--- src/rtl/binary_to_bcd_seq.sv ---
`default_nettype none
// ============================================================================
// Module   : binary_to_bcd_seq
// Purpose  : Iterative double-dabble (shift-and-add-3) binary to packed BCD
//            converter. One input bit is consumed per clock; one conversion
//            is in flight at a time, with ready/valid handshakes on both sides.
// Ports    : clk, rst_n            - clock, asynchronous active-low reset
//            in_valid/in_ready     - input handshake (in_ready == IDLE)
//            bin_in [BIN_W]        - unsigned binary value, sampled on accept
//            out_valid/out_ready   - output handshake
//            bcd_out [4*DIGITS]    - packed BCD, ones digit at [3:0]
//            busy                  - high while iterating
// Revision : 1.0 - initial release
// ============================================================================
module binary_to_bcd_seq #(
  parameter int BIN_W  = 10,
  parameter int DIGITS = 4
) (
  input  logic                  clk,
  input  logic                  rst_n,
  input  logic                  in_valid,
  output logic                  in_ready,
  input  logic [BIN_W-1:0]      bin_in,
  output logic                  out_valid,
  input  logic                  out_ready,
  output logic [4*DIGITS-1:0]   bcd_out,
  output logic                  busy
);

  localparam int c_BCD_W  = 4 * DIGITS;
  localparam int c_WORK_W = c_BCD_W + BIN_W;
  localparam int c_CNT_W  = $clog2(BIN_W + 1);
  localparam logic [c_CNT_W-1:0] c_CNT_LOAD = c_CNT_W'(BIN_W);
  localparam logic [c_CNT_W-1:0] c_CNT_LAST = c_CNT_W'(1);

  function automatic longint pow10(input int n);
    longint p;
    p = 1;
    for (int k = 0; k < n; k++) p = p * 10;
    return p;
  endfunction

  // Elaboration-time legality checks on the parameters.
  generate
    if (BIN_W < 4 || BIN_W > 16) begin : g_bad_bin_w
      $error("binary_to_bcd_seq: BIN_W=%0d outside 4..16", BIN_W);
    end
    if (pow10(DIGITS) <= ((longint'(1) << BIN_W) - 1)) begin : g_bad_digits
      $error("binary_to_bcd_seq: DIGITS=%0d too small for BIN_W=%0d", DIGITS, BIN_W);
    end
  endgenerate

  typedef enum logic [1:0] {
    S_IDLE = 2'd0,
    S_CONV = 2'd1,
    S_HOLD = 2'd2
  } state_t;

  state_t                r_state;
  logic [c_WORK_W-1:0]   r_work;     // {bcd field, remaining binary bits}
  logic [c_CNT_W-1:0]    r_cnt;
  logic [c_BCD_W-1:0]    r_bcd_out;
  logic                  r_out_valid;
  logic                  r_busy;

  logic [c_WORK_W-1:0]   w_adj;
  logic [c_WORK_W-1:0]   w_shift;

  // Add-3 correction applied to every BCD digit on pre-shift values, so that
  // after the shift each digit stays in 0..9 and carries ripple correctly.
  always_comb begin
    w_adj = r_work;
    for (int d = 0; d < DIGITS; d++) begin
      if (r_work[BIN_W + 4*d +: 4] >= 4'd5)
        w_adj[BIN_W + 4*d +: 4] = r_work[BIN_W + 4*d +: 4] + 4'd3;
    end
    w_shift = w_adj << 1;
  end

  always_ff @(posedge clk or negedge rst_n) begin
    if (!rst_n) begin
      r_state     <= S_IDLE;
      r_work      <= '0;
      r_cnt       <= '0;
      r_bcd_out   <= '0;
      r_out_valid <= 1'b0;
      r_busy      <= 1'b0;
    end else begin
      case (r_state)
        S_IDLE: begin
          if (in_valid) begin
            r_work  <= {{c_BCD_W{1'b0}}, bin_in};
            r_cnt   <= c_CNT_LOAD;
            r_busy  <= 1'b1;
            r_state <= S_CONV;
          end
        end
        S_CONV: begin
          r_work <= w_shift;
          r_cnt  <= r_cnt - c_CNT_LAST;
          // Counter at 1 means this edge performs the last iteration.
          if (r_cnt == c_CNT_LAST) begin
            r_bcd_out   <= w_shift[c_WORK_W-1 -: c_BCD_W];
            r_out_valid <= 1'b1;
            r_busy      <= 1'b0;
            r_state     <= S_HOLD;
          end
        end
        S_HOLD: begin
          if (out_ready) begin
            r_out_valid <= 1'b0;
            r_state     <= S_IDLE;
          end
        end
        default: begin
          r_state     <= S_IDLE;
          r_out_valid <= 1'b0;
          r_busy      <= 1'b0;
        end
      endcase
    end
  end

  assign in_ready  = (r_state == S_IDLE);
  assign out_valid = r_out_valid;
  assign bcd_out   = r_bcd_out;
  assign busy      = r_busy;

endmodule
`default_nettype wire

--- config.mk ---
export PLATFORM = sky130hd
export DESIGN_NAME = binary_to_bcd_seq
export DESIGN_NICKNAME = d
export VERILOG_FILES = /design/src/rtl/binary_to_bcd_seq.sv
export SDC_FILE = /design/constraint.sdc
export NUM_CORES = 1
export LEC_CHECK = 0
export BUFFER_PORTS_ARGS = -buffer_cell sky130_fd_sc_hd__buf_2
export CELL_PAD_IN_SITES_DETAIL_PLACEMENT = 0
export CELL_PAD_IN_SITES_GLOBAL_PLACEMENT = 2
export CORE_MARGIN = 2
export CORE_UTILIZATION = 25
export CTS_BUF_LIST = sky130_fd_sc_hd__clkbuf_4
export CTS_CLUSTER_DIAMETER = 50
export DETAILED_ROUTE_END_ITERATION = 10
export GPL_ROUTABILITY_DRIVEN = 1
export PLACE_DENSITY_LB_ADDON = 0.15
export SLEW_MARGIN = 20
export SYNTH_ARGS = -nofsm -noshare
export SYNTH_HDL_FRONTEND = slang
export SYNTH_SLANG_ARGS = --single-unit
--- constraint.sdc ---
create_clock -name clk -period 4.5 [get_ports clk]
set_input_delay 0.9 -clock clk [delete_from_list [all_inputs] [get_ports clk]]
set_output_delay 0.9 -clock clk [all_outputs]
set_load 0.005 [all_outputs]
# Word level (Yosys, flattened, before mapping)
# Cells that the tools add are included.
# totals
ff_bits	50
inputBits	14
elab_cells	48
output_inout_bits	19
# classes
add_sub_neg	5
n_bitwise	2
reduce_logical	7
mux	18
n_eq_ne	6
order_cmp	4
# ops
op	count
one-hot mux 26 bit (2 select lines)	1
2-to-1 mux 26 bit	1
greater-or-equal comparator 4 x 3 -> 1 bit (second input constant)	4
2-to-1 mux 4 bit	4
adder 4 x 2 -> 4 bit (second input constant)	3
AND reduction 3 bit	3
one-hot mux 4 bit (2 select lines)	1
2-to-1 mux 2 bit	3
!= test 2 bit (second input constant)	3
one-hot mux 1 bit (3 select lines)	2
one-hot mux 2 bit (3 select lines)	1
== test 4 x 1 -> 1 bit (second input constant)	1
2-to-1 mux 1 bit	4
AND reduction 2 bit	2
subtractor 4 x 1 -> 4 bit (second input constant)	1
adder 3 x 2 -> 3 bit (second input constant)	1
2-to-1 mux 3 bit	1
== test 2 x 1 -> 1 bit (second input constant)	1
== test 2 bit (second input constant)	1
zero test 2 bit	1
inverter 1 bit	2
nonzero test 2 bit	1

# Longest topological paths before layout
# Gate-level depths: netlist of the first run.
# depth
depth_word	3
ltp_mapped	7
mapped_depth_nobuf	6

# Worst setup path after synthesis of the first run
# OpenSTA, ideal clock, no wires.
# synth_timing
path_kind	flip-flop to output port
from	register r_state[1]
to	output port in_ready
setup_slack_ns	2.808
n_path_buf	2
arrival_ns	0.792
t_required_ns	3.600
path_stages_with_launch	4
path_cell_list	dfrtp_1 > buf_2 > clkbuf_1 > nor2_1
# synth_via
elab_chain_cells	1
# synth_lines
item	line_no	source
start: declaration	59	state_t r_state;
start signal: assignment	82	r_state <= S_IDLE;
start signal: assignment	95	r_state <= S_CONV;
start signal: assignment	106	r_state <= S_HOLD;
zero test 2 bit	124	assign in_ready = (r_state == S_IDLE);
end: declaration	22	output logic in_ready,
# Every way passes these cells.

# Worst setup path after layout of the first run
# layout_timing
from	register r_state[0]
to	output port in_ready
# Same word-level chain as after synthesis.

==> results of run 1 <==
## cells by family (layout without fill, tap and decap cells)
logic type | after synthesis | after routing | share of synthesized area, %
AOI/OAI and AO/OA | 76 | 76 | 18.2
and+or+nand+nor | 62 | 62 | 14.0
DFF | 50 | 50 | 51.3
buffers and inverters | 23 | 53 | 4.51
muxes | 12 | 12 | 5.43
adders and majority gates | 10 | 10 | 5.13
xor gates and xnor gates | 4 | 4 | 1.44
## worst min-delay path: stages, from the launching register on
cell     delay (ns)
dfrtp_1        0.36
nand2_1        0.04
o21ai_0        0.06
## power by group through the flow
stage	logic [W]	clock network [W]	registers, W
floorplan	0.000647	0	0.000781
global placement	0.000837	0	0.000841
detailed placement	0.000846	0	0.000836
CTS	0.000848	0.000224	0.000827
global route	0.000959	0.000243	0.000860
finish	0.000822	0.000207	0.000823
## synthesized netlist by cell type, drive strengths merged (5+ instances only)
library cell / number / share of area, %
nor2b: 10 / 2.7
a21oi: 20 / 4.1
buf: 8 / 2.2
ha: 10 / 5.1
dfrtp: 50 / 51
nand2: 24 / 4.0
mux2: 7 / 3.4
a22oi: 10 / 3.1
o21ai: 36 / 7.4
mux2i: 5 / 2.1
nor3: 5 / 1.0
a22o: 7 / 2.5
nand2b: 7 / 1.8
nor3b: 8 / 2.9
inv: 11 / 1.7
## worst min-delay path by stage
| stage | end | slack (ns) | cells after the start |
|---|---|---|---|
| after global placement | bcd_out[12] | 0.46 | 2 |
| final | bcd_out[12] | 0.49 | 2 |
| after CTS | bcd_out[12] | 0.50 | 2 |
| after global routing | bcd_out[4] | 0.53 | 2 |
| after floorplan | r_work[1] | 0.45 | 2 |
| after detailed placement | bcd_out[12] | 0.47 | 2 |
## area by class of cell
cell class                      instances  area (sq um)  area share (%)
Clock inverter                          2          8.76           0.316
Timing Repair Buffer                   34           175            6.31
Clock buffer                            6          45.0            1.62
Tap cell                              133           166            6.00
Sequential cell                        50          1250            45.1
Multi-Input combinational cell        164          1090            39.2
Inverter                               11          41.3            1.49
## metal layers
| metal | wire length [microns] | up-vias | GRT usage (%) |
|---|---|---|---|
| met1 | 2650 | 838 | 14.7 |
| li1 | - | 886 | - |
| met4 | 48 | 0 | 2.73 |
| met2 | 2410 | 27 | 17.6 |
| met3 | 161 | 4 | 2.85 |
| met5 | 0 | - | 0 |
## layout by cell type, fill, tap and decap left out
cell type,n
a22oi_1,10
nand2_4,1
nor2b_2,1
mux2i_1,5
nand3b_1,1
clkinv_1,1
a21oi_1,20
nand3_1,4
buf_2,32
clkinv_2,1
clkbuf_4,6
nand2b_1,7
xnor2_1,4
nor3_1,5
buf_4,2
nor2b_1,9
dfrtp_1,50
inv_1,11
nor3b_1,7
nand2_1,23
o21bai_4,1
mux2_4,1
ha_1,10
nor2_1,3
mux2_2,6
a32o_1,1
o21ai_0,36
a22o_1,7
o21a_1,1
nor3b_4,1
## stage by stage
step | std cells | utilization (%) | setup WS [ns] | area (sq um) | hold slack [ns]
after floorplan | 237 | - | 2.81 | 2440 | 0.450
after global placement | 392 | 28.2 | 2.15 | 2710 | 0.456
after detailed placement | 392 | 28.2 | 2.10 | 2710 | 0.465
after CTS | 400 | 28.7 | 2.18 | 2770 | 0.498
after global routing | 400 | 28.8 | 2.11 | 2780 | 0.534
final | 400 | 28.8 | 2.22 | 2780 | 0.488
## sequential cells by signal, summed over array words and instances, names as in the netlist
signal	flops
busy	1
bcd_out	16
out_valid	1
r_cnt	4
r_work	26
r_state	2
==> reports/metrics.csv, run 1 <==
stage,metric,value,unit
status,status,finished clean,
worst_setup_path,crit_type,reg -> out,
worst_setup_path,worstSetupEndpoint,in_ready,
synth,synth-main-ff-cell,dfrtp_1,
clock_network,clock_path_buffers,2,
drt,wl_per_cell,13.2,microns
worst_setup_path,cp-startpoint,r_state[0],
sta,slew-limit-headroom,55.5,%
drt,routed-via-count,1755,
die,num_io_pins,33,
synth,synth-edff-count,0,
clock_network,postCtsSetupBuffers,0,
worst_setup_path,r2r_slack,2.76,ns
drt,via_per_inst,4.39,
global_route,antenna_found_initial,0,
clock_network,cts-resized-gates,0,
die,start_util,25.3,%
worst_setup_path,worst_ep_required_time,3.60,ns
power,total_power,0.00185,W
power,ir_worst_vdd,0.165,mV
drt,drc,0,
clock_network,hold_buffers,0,
drt,dr.pass1.iters,4,
min_path,hold_class,reg -> reg,
place,hpwl,3400,microns
sta,final.period_utilization,50.6,%
synth,syn_area_per_cell,10.3,sq um
worst_setup_path,worst_path_max_delay_cell,dfrtp_1,
place,gp_congestion,0.697,
global_route,grt_pass1_wl,8860,microns
worst_setup_path,crit_path_max_fanout,19,
worst_setup_path,crit_family,flip-flops,
clock_network,clk_pin_slew_worst_paths,0.14,ns
worst_setup_path,cp.depth,2,
synth,synth-seq-area-share,51.3,%
clock_network,numCtsBuffers,5,
sta,setup_viol,0,
clock_network,clkSinkCount,50,
synth,async_reset_ff_share,100,%
worst_setup_path,critical_path_buf_inv_count,1,
sta,tightest_slew,0.667,ns
sta,fin_crit,2.28,ns
clock_network,clockRootBuffer,clkbuf_4,
synth,netlist_instances,237,
die,die-area,10600,sq um
power,p_sw_share,40.6,%
clock_network,cts_tree,yes,
power,power_frac_clock,11.2,%
min_path,min-delay-start,bcd_out[12],
power,power_density,667,nW/um^2
die,rows,36,
cells_and_area,areaGrowthSynthToFinish,13.7,%
worst_setup_path,r2r_cells,3,
cells_and_area,fin_nets,290,
drt,totalWireLength,5260,microns
drt,drt_iter0_markers,31,
global_route,grt-ovfl-total,0,
worst_setup_path,startpoint_type,flop,
cells_and_area,fillers,1060,
power,leakage,1.27,nW
clock_network,clock_latency,0.36,ns
worst_setup_path,slowest_delay,0.76,ns
sta,fin_skew,0.0157,ns
synth,yosysWarningCount,0,
global_route,grt_usage,10.9,%
worst_setup_path,cp.arrival,1.38,ns
worst_setup_path,r2r-end,bcd_out[10],
synth,synth-seq-cells,50,
sta,rsz0062_at_grt,false,
flow_run,drv_cap,0,
sta,fmax,439,MHz
synth,netlist_area,2440,sq um
clock_network,cts.htree.levels,2,
die,die_y,103,microns
power,seq_power_share,44.5,%
synth,syn_nets,261,
sta,tns,0,ns
sta,hold_viol,0,
power,combPwrFrac,44.4,%
worst_setup_path,reg2reg_from,r_state[0],
cells_and_area,antenna_cells,0,
power,p_int,0.00110,W
worst_setup_path,path_cells,nor2_1 > buf_2,
global_route,grt_start_max_net_pins,51,
die,die_x,103,microns
cells_and_area,drive_above_1_share,19.5,%
worst_setup_path,cp-end-kind,primary output,
drt,final_antenna_net_count,0,
place,placement.io_buffers,32,
die,core,9640,sq um
power,netSwitchingPower,0.000752,W
synth,synth.distinct_cells,29,
global_route,grt_pass1_vias,1753,
sta,drv_slew,0,
(Power assumes the default switching activity.)
==> inputs of run 2 (changes only) <==
==> constraint.sdc (replaced) <==
create_clock -name clk -period 2.3 [get_ports clk]
set_input_delay 0.46 -clock clk [delete_from_list [all_inputs] [get_ports clk]]
set_output_delay 0.46 -clock clk [all_outputs]
set_load 0.005 [all_outputs]
==> run 2 against run 1 <==
Against the previous run:
- hold slack got worse by 0.29 ns
- global-route usage increased by 0.36 points
- clock power is 140% higher
- clock skew down 0.0069 ns
- sequential share of layout area shrank 0.76 points
- flip-flop and latch count unchanged
- largest power group is now combinational cells
- worst setup slack got worse by 1.8 ns
- combinational power increased by 100%
- sequential power up 91%
- critical endpoint unchanged
==> reports/metrics.csv, run 2 (synthesized netlist as in run 1, its figures left out) <==
stage,metric,value,unit,change
worst_setup_path,worst_path_max_delay_cell,dfrtp_1,,
clock_network,clock_path_buffers,2,,unchanged
drt,drc,0,,unchanged
clock_network,cts_tree,yes,,
worst_setup_path,path_cells,buf_4 > nor2_1 > buf_2,,
cells_and_area,drive_above_1_share,20.7,%,+1.2 points
drt,drt_iter0_markers,38,,+23%
drt,final_antenna_net_count,0,,unchanged
place,gp_congestion,0.707,,+1.5%
clock_network,clk_pin_slew_worst_paths,0.15,ns,about the same
cells_and_area,final_common_cell,dfrtp_1,,
cells_and_area,seqCellArea,1250,sq um,unchanged
power,p_int,0.00226,W,+110%
drt,via_per_inst,4.37,,-0.37%
die,die_y,103,microns,unchanged
sta,drv_slew,0,,unchanged
sta,final.period_utilization,80.3,%,
worst_setup_path,startpoint_type,flop,,
cells_and_area,largest_reg_flops,26,,unchanged
die,start_util,25.3,%,unchanged
sta,setup_viol,0,,unchanged
global_route,antenna_found_initial,0,,unchanged
sta,rsz0062_at_grt,false,,
cells_and_area,multiInputGateArea,1080,sq um,-0.69%
global_route,grt_pass1_wl,9280,microns,+4.8%
worst_setup_path,reg2reg_from,r_work[10],,
worst_setup_path,slowest_delay,0.62,ns,-0.14 ns
global_route,grt_pass1_vias,1819,,+3.8%
global_route,grt-ovfl-total,0,,unchanged
clock_network,clkSinkCount,50,,unchanged
place,placement.io_buffers,32,,unchanged
power,p_sw_share,39.7,%,-0.97 points
power,power_density,1330,nW/um^2,+99%
die,num_io_pins,33,,unchanged
cells_and_area,areaGrowthSynthToFinish,15.6,%,
worst_setup_path,crit_path_max_fanout,12,,-7
drt,totalWireLength,5400,microns,+2.6%
power,leakage,1.31,nW,+2.4%
cells_and_area,fillers,1057,,-0.28%
sta,tns,0,ns,unchanged
clock_network,cts.htree.levels,2,,unchanged
die,rows,36,,unchanged
sta,slew-limit-headroom,49.8,%,-5.7 points
clock_network,clockRootBuffer,clkbuf_4,,
die,die_x,103,microns,unchanged
flow_run,drv_cap,0,,unchanged
power,seq_power_share,41.9,%,-2.6 points
power,total_power,0.00375,W,+100%
worst_setup_path,cp.arrival,1.39,ns,about the same
cells_and_area,most-common-layout-cells,"dfrtp_1, o21ai_0, buf_2",,
worst_setup_path,worst_ep_required_time,1.84,ns,-1.76 ns
worst_setup_path,cp-startpoint,r_state[1],,
drt,routed-via-count,1766,,+0.63%
worst_setup_path,crit_type,reg -> out,,
sta,fin_skew,0.00883,ns,-0.00685 ns
cells_and_area,antenna_cells,0,,unchanged
power,netSwitchingPower,0.00149,W,+98%
cells_and_area,top_register,r_work,,
global_route,grt_usage,11.3,%,+0.36 points
clock_network,clock_latency,0.36,ns,about the same
clock_network,cts-resized-gates,0,,unchanged
worst_setup_path,cp-end-kind,primary output,,
power,power_frac_clock,13.4,%,+2.2 points
cells_and_area,fin_nets,295,,+1.7%
drt,dr.pass1.iters,4,,unchanged
clock_network,postCtsSetupBuffers,0,,unchanged
power,ir_worst_vdd,0.324,mV,+97%
clock_network,numCtsBuffers,5,,unchanged
sta,fin_crit,1.85,ns,
min_path,hold_class,in -> async,,
die,core,9640,sq um,unchanged
die,die-area,10600,sq um,unchanged
worst_setup_path,r2r_cells,6,,+3
drt,wl_per_cell,13.4,microns,+1.5%
sta,fmax,542,MHz,
global_route,grt_start_max_net_pins,51,,unchanged
clock_network,hold_buffers,0,,unchanged
power,combPwrFrac,44.7,%,+0.3 points
place,hpwl,3590,microns,+5.6%
status,status,finished clean,,
sta,hold_viol,0,,unchanged
sta,tightest_slew,0.752,ns,+0.0848 ns
## run 2: cell count changes in the layout (fill, tap and decap cells not counted)
cell,before,now
clkbuf_4,6,5
clkinv_2,1,0
o21bai_4,1,0
buf_4,2,7
bufinv_16,0,1
o21bai_2,0,1
## run 2: layout make-up
| class | count | area share (%) |
|---|---|---|
| well taps | 133 | 5.90 |
| inverters | 11 | 1.46 |
| flip-flops and latches | 50 | 44.3 |
| multi-input cells | 164 | 38.3 |
| repair buffers | 39 | 7.54 |
| clock buffers | 5 | 1.33 |
| clock inverters | 2 | 1.20 |
## run 2: worst paths after layout
kind,end,slack (ns)
worst min register to register,bcd_out[5],0.49
worst max register to register,bcd_out[2],0.60
min in group clk,r_work[0],0.34
worst max-delay path,in_ready,0.45
worst min-delay path,bcd_out[10],0.20
max in group asynchronous,r_cnt[3],1.65
## run 2: per-stage QoR
| step | utilization, % | setup slack [ns] | hold slack, ns | instance area (sq um) | instances |
|---|---|---|---|---|---|
| 6_report | 29.3 | 0.454 | 0.198 | 2820 | 404 |
| 5_1_grt | 29.3 | 0.327 | 0.231 | 2820 | 404 |
| 3_3_place_gp | 28.5 | 0.561 | 0.457 | 2750 | 397 |
| 4_1_cts | 29.3 | 0.390 | 0.212 | 2820 | 404 |
| 2_1_floorplan | - | 0.808 | 0.164 | 2440 | 237 |
| 3_5_place_dp | 28.5 | 0.559 | 0.465 | 2750 | 397 |
## run 2: critical path: cells and delay by family, from the launching register on
family | cells | cell delay, ns
DFF | 1 | 0.62
and+or+nand+nor | 1 | 0.04
buffers and inverters | 2 | 0.36
## run 2: power by group through the flow
| stage | Sequential, W | Clock (W) | Combinational, W |
|---|---|---|---|
| floorplan | 0.00153 | 0 | 0.00127 |
| global placement | 0.00161 | 0 | 0.00172 |
| detailed placement | 0.00160 | 0 | 0.00173 |
| CTS | 0.00158 | 0.000538 | 0.00173 |
| global route | 0.00164 | 0.000569 | 0.00195 |
| finish | 0.00157 | 0.000501 | 0.00168 |
## run 2: metal layers
metal / vias to the layer above / global-route usage (%) / part of all wire [%] / routed length (microns)
li1: 896 / - / - / -
met1: 841 / 15.6 / 52 / 2780
met2: 27 / 18.0 / 45 / 2440
met3: 2 / 2.37 / 2.6 / 141
met4: 0 / 3.04 / 0.67 / 36
met5: - / 0 / 0 / 0
==> inputs of run 3 (changes only) <==
==> constraint.sdc (replaced) <==
create_clock -name clk -period 1.9 [get_ports clk]
set_input_delay 0.38 -clock clk [delete_from_list [all_inputs] [get_ports clk]]
set_output_delay 0.38 -clock clk [all_outputs]
set_load 0.005 [all_outputs]
==> run 3 against run 2 <==
Against the previous run:
- clock power decreased by 2%
- combinational power increased by 26%
- core utilization increased by 0.34 points
- flip-flop and latch count unchanged
- register-to-register slack got worse by 0.35 ns
- cell area increased by 1.2%
- sequential power increased by 21%
- hold slack improved by 0.067 ns
- power increased by 20%
- critical path type is now reg -> reg
- highest routed layer unchanged
==> reports/metrics.csv, run 3 (synthesized netlist as in run 1, its figures left out) <==
stage,metric,value,unit,change
sta,hold_viol,0,,unchanged
worst_setup_path,cp-end-kind,flop,,
worst_setup_path,r2r_slack,0.25,ns,-0.35 ns
global_route,grt_pass1_vias,1787,,-1.8%
sta,setup_viol,0,,unchanged
cells_and_area,final_common_cell,dfrtp_1,,
drt,wl_per_cell,13.7,microns,+2.2%
die,die_y,103,microns,unchanged
global_route,grt_pass1_wl,9310,microns,+0.30%
clock_network,clockRootBuffer,clkbuf_4,,
worst_setup_path,startpoint_type,flop,,
worst_setup_path,cp.depth,6,,+3
worst_setup_path,crit_family,flip-flops,,
power,power_density,1580,nW/um^2,+19%
sta,tightest_slew,0.597,ns,-0.155 ns
die,start_util,25.3,%,unchanged
sta,rsz0062_at_grt,false,,
worst_setup_path,slowest_delay,0.44,ns,-0.18 ns
power,leakage,1.32,nW,+1.2%
worst_setup_path,worst_ep_required_time,2.17,ns,+0.33 ns
sta,tns,0,ns,unchanged
min_path,hold_class,in -> reg,,
drt,dr.pass1.iters,4,,unchanged
drt,via_per_inst,4.40,,+0.70%
global_route,grt-ovfl-total,0,,unchanged
worst_setup_path,worstSetupEndpoint,bcd_out[2],,
cells_and_area,fin_util,29.6,%,+0.34 points
global_route,grt_start_max_net_pins,35,,-31%
worst_setup_path,crit_type,reg -> reg,,
die,die-area,10600,sq um,unchanged
cells_and_area,drive_above_1_share,21.5,%,+0.79 points
sta,fmax,607,MHz,
clock_network,clkSinkCount,50,,unchanged
clock_network,cts-resized-gates,0,,unchanged
cells_and_area,most-common-layout-cells,"dfrtp_1, o21ai_0, buf_2",,
die,num_io_pins,33,,unchanged
clock_network,clock_latency,0.36,ns,about the same
die,core,9640,sq um,unchanged
place,gp_congestion,0.729,,+3.0%
place,post-place-ws,0.262,ns,-0.297 ns
cells_and_area,areaGrowthSynthToFinish,17.0,%,
worst_setup_path,crit_path_max_fanout,5,,-7
drt,routed-via-count,1796,,+1.7%
drt,final_antenna_net_count,0,,unchanged
cells_and_area,antenna_cells,0,,unchanged
die,rows,36,,unchanged
cells_and_area,fin_nets,298,,+1.0%
worst_setup_path,r2r_cells,6,,unchanged
worst_setup_path,cp-startpoint,r_work[10],,
sta,final.period_utilization,86.6,%,
cells_and_area,top_register,r_work,,
clock_network,cts_tree,yes,,
place,hpwl,3750,microns,+4.7%
sta,fin_crit,1.65,ns,
cells_and_area,largest_reg_flops,26,,unchanged
clock_network,clock_path_buffers,2,,unchanged
flow_run,drv_cap,0,,unchanged
drt,drc,0,,unchanged
clock_network,clk_pin_slew_worst_paths,0.15,ns,about the same
min_path,min-delay-start,bin_in[0],,
sta,drv_slew,0,,unchanged
sta,holdWs,0.265,ns,+0.0672 ns
sta,setup_slack,0.254,ns,-0.200 ns
sta,slew-limit-headroom,60.2,%,+10 points
worst_setup_path,worst_path_max_delay_cell,dfrtp_1,,
global_route,antenna_found_initial,0,,unchanged
clock_network,cts.htree.levels,2,,unchanged
die,die_x,103,microns,unchanged
worst_setup_path,r2r-end,bcd_out[2],,
global_route,grt_usage,11.5,%,+0.18 points
status,status,finished clean,,
worst_setup_path,cp.arrival,1.91,ns,+0.52 ns
power,ir_worst_vdd,0.395,mV,+22%
sta,fin_skew,0.0113,ns,+0.00250 ns
worst_setup_path,critical_path_buf_inv_count,1,,-1
place,placement.io_buffers,32,,unchanged
worst_setup_path,path_cells,inv_1 > ha_1 > nand2b_1 > a21oi_1 > mux2i_1 > mux2_4,,
drt,drt_iter0_markers,37,,-2.6%
drt,totalWireLength,5570,microns,+3.2%
clock_network,numCtsBuffers,5,,unchanged
worst_setup_path,reg2reg_from,r_work[10],,
## run 3: worst min path at each step
stage	endpoint	slack (ns)	depth (start not counted)
final	r_work[0]	0.27	2
after global routing	r_work[0]	0.24	2
after CTS	r_work[0]	0.23	2
after detailed placement	r_work[21]	0.36	1
after global placement	r_work[21]	0.36	1
after floorplan	bcd_out[0]	0.08	0
## run 3: repair_timing
item	in CTS	in global routing
hold buffers	1	0
buffers inserted	0	0
endpoints found under the hold margin	16	0
## run 3: worst register-to-register path: cells and delay by family, from the launching register on
kind            cells  cell delay (ns)
simple gates        1             0.09
buf+inv             1             0.10
flops               1             0.44
fa+ha+maj           1             0.25
mux                 2             0.42
compound gates      1             0.26
## run 3: cell type report
cell class                 instances  area, sq um
tap                              133          166
multi-input combinational        164         1080
clock buffer                       6         45.0
timing repair buffer              42          263
clock inverter                     2         8.76
sequential                        50         1250
fill                            1049         6780
inverter                          11         41.3
## run 3: where the power goes
group          internal, W  total (W)  switching (W)
combinational     0.000991    0.00211        0.00112
sequential         0.00152    0.00190       0.000378
clock             0.000154   0.000492       0.000338
total              0.00267    0.00450        0.00183
## run 3: layer usage
layer | track usage (%) | vias up | part of all wire [%]
li1 | - | 904 | -
met1 | 16.3 | 854 | 52
met2 | 17.9 | 33 | 44
met3 | 2.24 | 5 | 2.9
met4 | 3.04 | 0 | 0.90
met5 | 0 | - | 0
## run 3: through the flow
stage | instances | cell area, sq um | power, W
after detailed placement | 399 | 2790 | 0.00409
final | 408 | 2860 | 0.00450
after global routing | 408 | 2860 | 0.00500
after CTS | 408 | 2860 | 0.00461
after global placement | 399 | 2790 | 0.00409
after floorplan | 237 | 2440 | 0.00338
